### src/rtl/doorbell_flash_sequencer.sv
// Doorbell light-mux sequencer: a button press runs NUM_FLASHES on/off flashes,
// stepping the RGB colour red -> green -> blue on every flash.
module doorbell_flash_sequencer #(
    parameter int PHASE_CYCLES = 10,
    parameter int NUM_FLASHES  = 3
) (
    input  logic        clk,
    input  logic        rst_n,
    input  logic        button,
    input  logic        enable,
    output logic        sel,
    output logic [23:0] rgb,
    output logic        busy,
    output logic        done
);

    localparam int TW = $clog2(PHASE_CYCLES);
    localparam int FW = $clog2(NUM_FLASHES + 1);
    localparam logic [TW-1:0] TIMER_LAST = TW'(PHASE_CYCLES - 1);
    localparam logic [FW-1:0] FLASH_LAST = FW'(NUM_FLASHES - 1);

    typedef enum logic [1:0] {
        IDLE = 2'd0,
        ON   = 2'd1,
        OFF  = 2'd2
    } state_t;

    state_t          state_reg;
    logic            button_q;
    logic [TW-1:0]   timer_reg;
    logic [FW-1:0]   flash_cnt_reg;
    logic [1:0]      colour_idx_reg;
    logic            press;
    logic [1:0]      colour_idx_next;

    function automatic logic [23:0] colour_of(input logic [1:0] idx);
        case (idx)
            2'd0:    colour_of = 24'hFF0000;
            2'd1:    colour_of = 24'h00FF00;
            default: colour_of = 24'h0000FF;
        endcase
    endfunction

    // Rising edge of the level button; a held button gives a single press.
    assign press           = button & ~button_q;
    assign colour_idx_next = (colour_idx_reg == 2'd2) ? 2'd0 : colour_idx_reg + 2'd1;

    always_ff @(posedge clk) begin
        if (!rst_n) begin
            state_reg      <= IDLE;
            button_q       <= 1'b0;
            timer_reg      <= '0;
            flash_cnt_reg  <= '0;
            colour_idx_reg <= 2'd0;
            sel            <= 1'b0;
            rgb            <= 24'h000000;
            busy           <= 1'b0;
            done           <= 1'b0;
        end else begin
            button_q <= button;
            done     <= 1'b0;
            if (state_reg != IDLE && !enable) begin
                // Abort: drop to idle without a done pulse, colour is left as-is.
                state_reg <= IDLE;
                timer_reg <= '0;
                sel       <= 1'b0;
                busy      <= 1'b0;
            end else begin
                case (state_reg)
                    IDLE: begin
                        if (press && enable) begin
                            state_reg      <= ON;
                            timer_reg      <= '0;
                            flash_cnt_reg  <= '0;
                            colour_idx_reg <= 2'd0;
                            rgb            <= colour_of(2'd0);
                            sel            <= 1'b1;
                            busy           <= 1'b1;
                        end
                    end
                    ON: begin
                        if (timer_reg == TIMER_LAST) begin
                            timer_reg <= '0;
                            state_reg <= OFF;
                            sel       <= 1'b0;
                        end else begin
                            timer_reg <= timer_reg + 1'b1;
                        end
                    end
                    OFF: begin
                        if (timer_reg == TIMER_LAST) begin
                            timer_reg <= '0;
                            if (flash_cnt_reg == FLASH_LAST) begin
                                state_reg <= IDLE;
                                busy      <= 1'b0;
                                done      <= 1'b1;
                            end else begin
                                flash_cnt_reg  <= flash_cnt_reg + 1'b1;
                                colour_idx_reg <= colour_idx_next;
                                rgb            <= colour_of(colour_idx_next);
                                state_reg      <= ON;
                                sel            <= 1'b1;
                            end
                        end else begin
                            timer_reg <= timer_reg + 1'b1;
                        end
                    end
                    default: begin
                        state_reg <= IDLE;
                        sel       <= 1'b0;
                        busy      <= 1'b0;
                    end
                endcase
            end
        end
    end

endmodule
### config.mk
export PLATFORM = sky130hd
export DESIGN_NAME = doorbell_flash_sequencer
export DESIGN_NICKNAME = d
export VERILOG_FILES = /design/src/rtl/doorbell_flash_sequencer.sv
export SDC_FILE = /design/constraint.sdc
export NUM_CORES = 1
export LEC_CHECK = 0
export CORE_ASPECT_RATIO = 1.5
export CORE_UTILIZATION = 46
export CTS_BUF_LIST = sky130_fd_sc_hd__clkbuf_16
export DETAILED_ROUTE_END_ITERATION = 16
export GPL_ROUTABILITY_DRIVEN = 0
export PLACE_DENSITY = 0.87
export SYNTH_ARGS = -nofsm -noshare
export SYNTH_HDL_FRONTEND = slang
export SYNTH_SLANG_ARGS = --single-unit
### constraint.sdc
create_clock -name clk -period 2 [get_ports clk]
set_clock_uncertainty 0.15 [all_clocks]
set_input_delay 0.4 -clock clk [delete_from_list [all_inputs] [get_ports clk]]
set_output_delay 0.4 -clock clk [all_outputs]
set_load 0.05 [all_outputs]
Yosys cells after proc, flatten, opt, wreduce, memory -nomap -nowiden
Index checks and enable logic that the tools add are counted.

word-level totals
  bits in registers = 38
  bits of input ports = 4
  output and inout port bits = 27
  logic and storage cells = 76

cells by class
  add/sub/neg operators = 3
  eq/ne operators = 11
  multiplexer cells = 30
  bitwise gates (word level) = 7
  reductions and logical operators = 16

operators with widths
  kind                   number
  $pmux W24 S2           2
  $mux W24               3
  $mux W2                9
  $ne A2 B2 Y1 const B   5
  $mux W1                8
  $mux W4                2
  $pmux W2 S2            2
  $pmux W4 S2            1
  $reduce_and A4 Y1      2
  $eq A2 B2 Y1 const B   3
  $not A1 Y1             6
  $pmux W1 S3            2
  $pmux W2 S3            1
  $reduce_bool A2 Y1     3
  $reduce_and A5 Y1      1
  $add A2 B1 Y2 const B  2
  $add A4 B1 Y4 const B  1
  $eq A2 B1 Y1 const B   2
  $eq A4 B4 Y1 const B   1
  $logic_not A2 Y1       2
  $reduce_or A2 Y1       2
  $reduce_or A4 Y1       1
  $reduce_and A3 Y1      1
  $logic_and A1 B1 Y1    2
  3 further kinds        3

Longest topological paths before layout
  depth in word-level cells = 7
  depth in mapped cells = 7
  mapped depth without buffers = 6

Worst setup path before layout
OpenSTA, ideal clock, no wires.

  path type = register to register
  start point = register state_reg[1]
  end point = register timer_reg[0]
  setup time = 0.085 ns
  arrival = 1.569 ns
  data required time = 1.765 ns
  setup slack = 0.196 ns
  cell stages (with the launch flop) = 7
  buffers on the path = 0
  period minus slack after synthesis = 1.804 ns
  cell sequence = dfxtp_1 > inv_1 > ha_1 > inv_1 > mux2_4 > or3_4 > o31ai_2

between the ends
  longest elaborated chain between the ends = 4
  elaborated cells on any way between the ends = 11
  those cells by class = 3 x eq/ne; 1 x mux; 7 x reduce/logical

RTL lines
  what                                                 RTL line  RTL
  from (decl)                                          28        state_t state_reg;
  from (signal assigned)                               50        state_reg <= IDLE;
  from (signal assigned)                               64        state_reg <= IDLE;
  from (signal assigned)                               72        state_reg <= ON;
  $eq A2 B2 Y1 / $eq A2 B1 Y1 (equally long branches)  69        case (state_reg)
  $reduce_or A2 Y1 (no source line)                    n/a
  $reduce_bool A2 Y1 (no source line)                  n/a
  $reduce_and A2 Y1 (no source line)                   n/a
  to (signal assigned)                                 87        timer_reg <= timer_reg + 1'b1;
  to (signal assigned)                                 105       timer_reg <= timer_reg + 1'b1;
  to (decl)                                            30        logic [TW-1:0] timer_reg;

Several ways; a longest one is shown, not always the timed one.
A chain may end at the register's enable or synchronous reset.

Worst setup path after layout
  start point = register state_reg[0]
  end point = register flash_cnt_reg[0]

between the ends
  longest elaborated chain between the ends = 4
  elaborated cells on any way between the ends = 11
  those cells by class = 4 x eq/ne; 1 x mux; 1 x bitwise; 5 x reduce/logical

RTL lines
  what                                                       RTL line  RTL
  branches (longest 4 deep; another with $reduce_and A5 Y1)  n/a
  to (signal assigned)                                       98        flash_cnt_reg <= flash_cnt_reg + 1'b1;
  to (decl)                                                  31        logic [FW-1:0] flash_cnt_reg;

Several ways; the timed one is not identified.

==> summary.md <==
| Metric | Value |
|---|---|
| FP Rows | 20 |
| FFs w/ async S/R, synth | 0% |
| Input/output buffers | 30 |
| Max Cap Viol | 0 |
| Run status | completed |
| GR Util All Layers | 19.7% |
| Final-report setup violation count | 0 |
| Initial antenna violation count | 0 |
| 1st-iter DRT viols | 14 |
| Least-Margin Pin Slew | 0.348 ns |
| Die area | 2490 um^2 |
| Vias in the first global route | 841 |
| Hold Crit Class | reg2reg |
| Most common cell after layout, fill and taps aside | buf_4 |
| Die H | 60.6 um |
| Root Buffer Master | clkbuf_16 |
| Reg area | 323 um^2 |
| Synth Area per Inst | 8.85 um^2 |
| DP Wirelength | 1.65 mm |
| Clock latency on the worst-skew pair | 0.25 ns |
| Fin crit period | 1.87 ns |
| Fmax | 0.534 GHz |
| Net count after synthesis | 131 |
| Yosys warning count | 0 |
| CTS tree | done |
| Yosys cell types | 37 |
| First-pass GRT wire length | 3.28 mm |
| Largest net degree at the start of global routing | 14 |
| Number of remaining DRC errors | 0 |
| Routed wire length per instance | 13.3 um |
| Layout Nets | 150 |
| Starting Density | 50.1% |
| TNS Setup | 0 ns |
| Final Hold Fails | 0 |
| Max_slew headroom | 76.2% |
| Antenna cells | 0 |
| Max FO, Critical Path | 7 |
| Critical path cell sequence | inv_1 > ha_1 > buf_4 > a21oi_1 > a21oi_1 > nand2_2 > buf_4 > mux2i_1 |
| Number of flops mapped to enable cells by yosys | 0 |
| Slowest stage delay, CP | 0.33 ns |
| Core Area | 2100 um^2 |
| Startpoint Class | register |
| Pins Over Slew Limit | 0 |
| Share of the synthesized area in the top cell type | 30.4% |
| CTS buffer count | 3 |
| Grt total ovfl | 0 |
| Sink Count | 16 |
| Layout cells sized above 1 | 33.6% |
| Unrepaired setup endpoints after global routing | false |
| Crit Path Category | reg2reg |
| Antenna viol nets, final | 0 |
| Seq cells post-synth | 16 |
| Synth Instances | 119 |
| Htree depth | 1 |
| Area after DPL | 1190 um^2 |
| CP endpoint kind | register |
| Design area | 1270 um^2 |
| Clock-pin slew on the worst setup and hold paths | 0.05 ns |
| Pwr dens | 966 nW/um^2 |
| Avg Vias per Cell | 5.72 |
| Deepest clock path buffer count | 2 |
| Largest register FFs | 4 |
| Synthesis-to-finish area growth | 21.0% |
| Slowest-stage cell, CP | dfxtp_2 |
| I/O Pins | 31 |
| Fillers | 179 |
| Total Wirelength | 2.11 mm |
| Synth area leader | dfxtp_1 |
| Leakage power | 0.000584 uW |
| Area of the multi-input gates | 527 um^2 |
| Final worst path period share | 93.6% |
| Worst vdd ir | 0.631 mV |
| Routed vias | 909 |
| Post-CTS Setup Inserts | 0 |
| Register area share after synthesis | 30.4% |
| WP data required | 1.98 ns |
| Synthesized cell area | 1050 um^2 |
| Main synth FF type | dfxtp_1 |
| DIE WIDTH | 41.1 um |
| PnR Total Power | 1230 uW |
| Most frequent cells in the layout | buf_4 (35), dfxtp_1 (14), nand2_1 (10), a21oi_1 (8), ha_1 (8) |
| Critical path data arrival time | 1.85 ns |
| Top post-synthesis cells by area | dfxtp_1 (30%), buf_4 (16%), ha_1 (9.5%), mux2i_1 (5.7%), a21oi_1 (3.8%) |
| CTS Hold Bufs | 0 |
| 1st-pass router iterations | 4 |
## power by group
part | switching, uW | internal, uW | total [uW]
logic | 311 | 162 | 473
clock network | 126 | 265 | 392
registers | 23.0 | 343 | 366
## layer usage
layer	GRT usage (%)	part of all wire [%]
met5	0	0
met4	12.9	2.8
met3	3.66	8.5
met2	37.5	53
met1	16.6	36
## critical path: cells and delay by family (launching register included)
| family | cells | cell delay, ns |
|---|---|---|
| multiplexers | 1 | 0.12 |
| flip-flops | 1 | 0.33 |
| buffers and inverters | 3 | 0.46 |
| adder cells (fa/ha/maj) | 1 | 0.32 |
| AND/OR/NAND/NOR | 1 | 0.10 |
| AO/OA/AOI/OAI | 2 | 0.27 |
## metrics by stage
stage                     hold WS, ns  instances  setup WS (ns)  util, %
final                           0.318        159          0.128     60.7
after CTS                       0.324        159         0.0674     60.5
after detailed placement        0.316        155        -0.0437     56.8
after global routing            0.342        159         0.0107     60.7
after global placement          0.296        155        0.00322     56.8
after floorplan                 0.288        119          0.196        -
## synthesized netlist by cell type (2+ instances only)
master    instances
a211oi_1          2
a21oi_1           8
buf_4            22
dfxtp_1          16
ha_1              8
inv_1             7
mux2i_1           6
nand2_1          10
nand3_1           4
nand3b_1          4
nor2_1            5
o21ai_1           2
## final cells by class
cell class	count	share of cell area, %
flip-flops and latches	16	25.3
repair buffers	38	23.0
inverters	7	2.06
well taps	22	2.16
clock buffers	3	5.89
clock inverters	1	0.294
multi-input cells	72	41.3
## kinds of logic after synthesis
| logic type | count (synthesis) | share of synthesized area (%) |
|---|---|---|
| AND/OR/NAND/NOR | 33 | 17.5 |
| buffers and inverters | 31 | 19.6 |
| AO/OA/AOI/OAI | 24 | 15.9 |
| flip-flops | 16 | 30.4 |
| adder cells (fa/ha/maj) | 8 | 9.50 |
| multiplexers | 7 | 7.13 |
## worst paths after layout
kind              slack, ns        startpoint               end  cells past startpoint
hold reg to reg        0.32  flash_cnt_reg[1]  flash_cnt_reg[1]                      2
setup reg to reg       0.13      state_reg[0]  flash_cnt_reg[0]                      8
setup / recovery       0.13      state_reg[0]  flash_cnt_reg[0]                      8
hold / removal         0.32  flash_cnt_reg[1]  flash_cnt_reg[1]                      2
## repair_timing
item,CTS,global route
resized for setup,0,2
endpoints found under the hold margin,0,0
endpoints found under the setup margin,0,1
Note: power is estimated with default switching activity, not from simulation.
==> RTL edit, RTL diff (config.mk and constraints unchanged) <==
The parameter `NUM_FLASHES` goes from 3 to 5.
--- a/src/rtl/doorbell_flash_sequencer.sv
+++ b/src/rtl/doorbell_flash_sequencer.sv
@@ -4,3 +4,3 @@
     parameter int PHASE_CYCLES = 10,
-    parameter int NUM_FLASHES  = 3
+    parameter int NUM_FLASHES  = 5
 ) (
Formal check against the unedited RTL: same outputs for any inputs over 10 cycles, from zero or initial values and one cycle with rst_n low; that may be too few to reach the edited logic, so the function may still have changed.
==> RTL edit against the original RTL <==
Sequential cell count up 1. Routed wire length up 25%. Total power down 10%. Area after synthesis up 8.4%. Via count up 13%. Cell count up 11%. Worst setup slack worse by 49 ps. Critical path depth down 2. Utilization up 6.1 points. Sequential share of layout area down 2.6 points. Cell area up 20%. Critical path type unchanged. Critical endpoint is now flash_cnt_reg[2]$_SDFFE_PN0P_.
==> RTL edit: results (changes against the original RTL) <==
- Status: finished clean
- Pin count of the biggest net entering global routing: 15 (+1)
- Syn avg cell area: 8.65 um2 (-2.2%)
- Worst slew pin tran: 473 ps (+124 ps)
- First-pass GRT wire length: 4300 um (+31%)
- Worst-skew pair later-pin latency: 250 ps (about the same)
- VDD IR-drop max: 0.549 mV (-13%)
- Detailed Route WL: 2630 um (+25%)
- Layout fillers: 182 (+1.7%)
- Placed cell areas: 1420 um2 (+19%)
- Vias in the first global route: 925 (+10%)
- Sw Share: 32.2% (-5.2 points)
- CTS tree: built
- Root Buffer: clkbuf_16
- H-tree Lvls: 1 (unchanged)
- Final HPWL DP: 1940 um (+18%)
- Hold Buf Count CTS: 0 (unchanged)
- WL/cell: 14.9 um (+12%)
- Layout cells sized above 1: 37.0% (+3.4 points)
- Arrival time of the worst setup path: 1910 ps (+60 ps)
- Area growth, synth to finish: 33.5%
- Placed cells: 173 (+12%)
- Pre-CTS WS: -241 ps (-197 ps)
- Syn nets: 145 (+11%)
- Sequential share of the synthesized area: 29.8% (-0.61 points)
- Count leader, synth: buf_4
- Top cells by area, synth: dfxtp_1 30%, buf_4 14%, ha_1 9.9%, mux2i_1 6.1%, nand2_1 4.3%
- Drt via density: 5.79 (+1.3%)
- Post-synth cell types: 40 (+8.1%)
- DRT iter0 DRCs: 45 (+31)
- GRT Overall Usage: 20.7% (+1.0 points)
- Leak Pwr: 0.643 nW (+10%)
- Critical path fanouts, max: 4 (-3)
- Synth cell count leaders: 22 x buf_4, 17 x dfxtp_1, 13 x nand2_1
- TritonCTS buffer count: 3 (unchanged)
- Clk slew on worst S/H paths: 50 ps (about the same)
[RTL edit: cell count changes after synthesis, moves of 2 or more]
cell,unedited run,this run
nand2_1,10,13
or3_1,0,4
inv_1,7,9
a21oi_1,8,6
nand3b_1,4,2
nor2b_1,1,4
[RTL edit: worst max-delay path, cell delays in order, from the launching register on]
cell and delay, ps:
dfxtp_2 330, inv_1 60, ha_2 180, and3b_2 210, a31oi_2 100, or4_1 510, a32o_1 270
[RTL edit: layer usage]
metal / part of all wire, % / up-vias / wire length [um] / global-route usage, %
met5: 0 / - / 0 / 0
met4: 2.3 / 0 / 60 / 10.2
met3: 5.6 / 7 / 148 / 2.60
met2: 53 / 46 / 1400 / 36.4
met1: 39 / 483 / 1020 / 23.6
li1: - / 489 / - / -
[RTL edit: cell families after synthesis]
family / after synthesis / synth area share, %
and+or+nand+nor: 40 / 19.5
AOI/OAI and AO/OA: 25 / 15.6
adders and majority gates: 9 / 9.86
DFF: 17 / 29.8
muxes: 8 / 7.12
buffers and inverters: 33 / 18.2
[RTL edit: path summary, 6_finish.rpt]
| path | start | endpoint | slack (ps) | cells after the start |
|---|---|---|---|---|
| max | timer_reg[1]$_SDFFE_PP0P_ | flash_cnt_reg[2]$_SDFFE_PN0P_ | 80 | 6 |
| min | flash_cnt_reg[0]$_SDFFE_PN0P_ | flash_cnt_reg[0]$_SDFFE_PN0P_ | 330 | 2 |
| max reg2reg | timer_reg[1]$_SDFFE_PP0P_ | flash_cnt_reg[2]$_SDFFE_PN0P_ | 80 | 6 |
| min reg2reg | flash_cnt_reg[0]$_SDFFE_PN0P_ | flash_cnt_reg[0]$_SDFFE_PN0P_ | 330 | 2 |
[RTL edit: what timing repair did]
| action | 4_1_cts | 5_1_grt |
|---|---|---|
| endpoints found under the setup margin | 1 | 5 |
| resized for setup | 1 | 10 |
| pin swaps | 0 | 1 |
[RTL edit: layout make-up]
| cell class | instances | area share (%) |
|---|---|---|
| inverter | 9 | 2.21 |
| clock inverter | 1 | 0.246 |
| timing repair buffer | 42 | 27.9 |
| multi-input combinational | 82 | 40.1 |
| sequential | 17 | 22.7 |
| clock buffer | 3 | 4.92 |
| tap | 23 | 1.89 |
[RTL edit: power groups by stage]
stage,logic (mW),registers [mW],clock network [mW]
finish,0.334,0.372,0.400
global route,0.348,0.373,0.414
CTS,0.318,0.371,0.397
detailed placement,0.314,0.378,0
global placement,0.308,0.377,0
floorplan,0.186,0.416,0
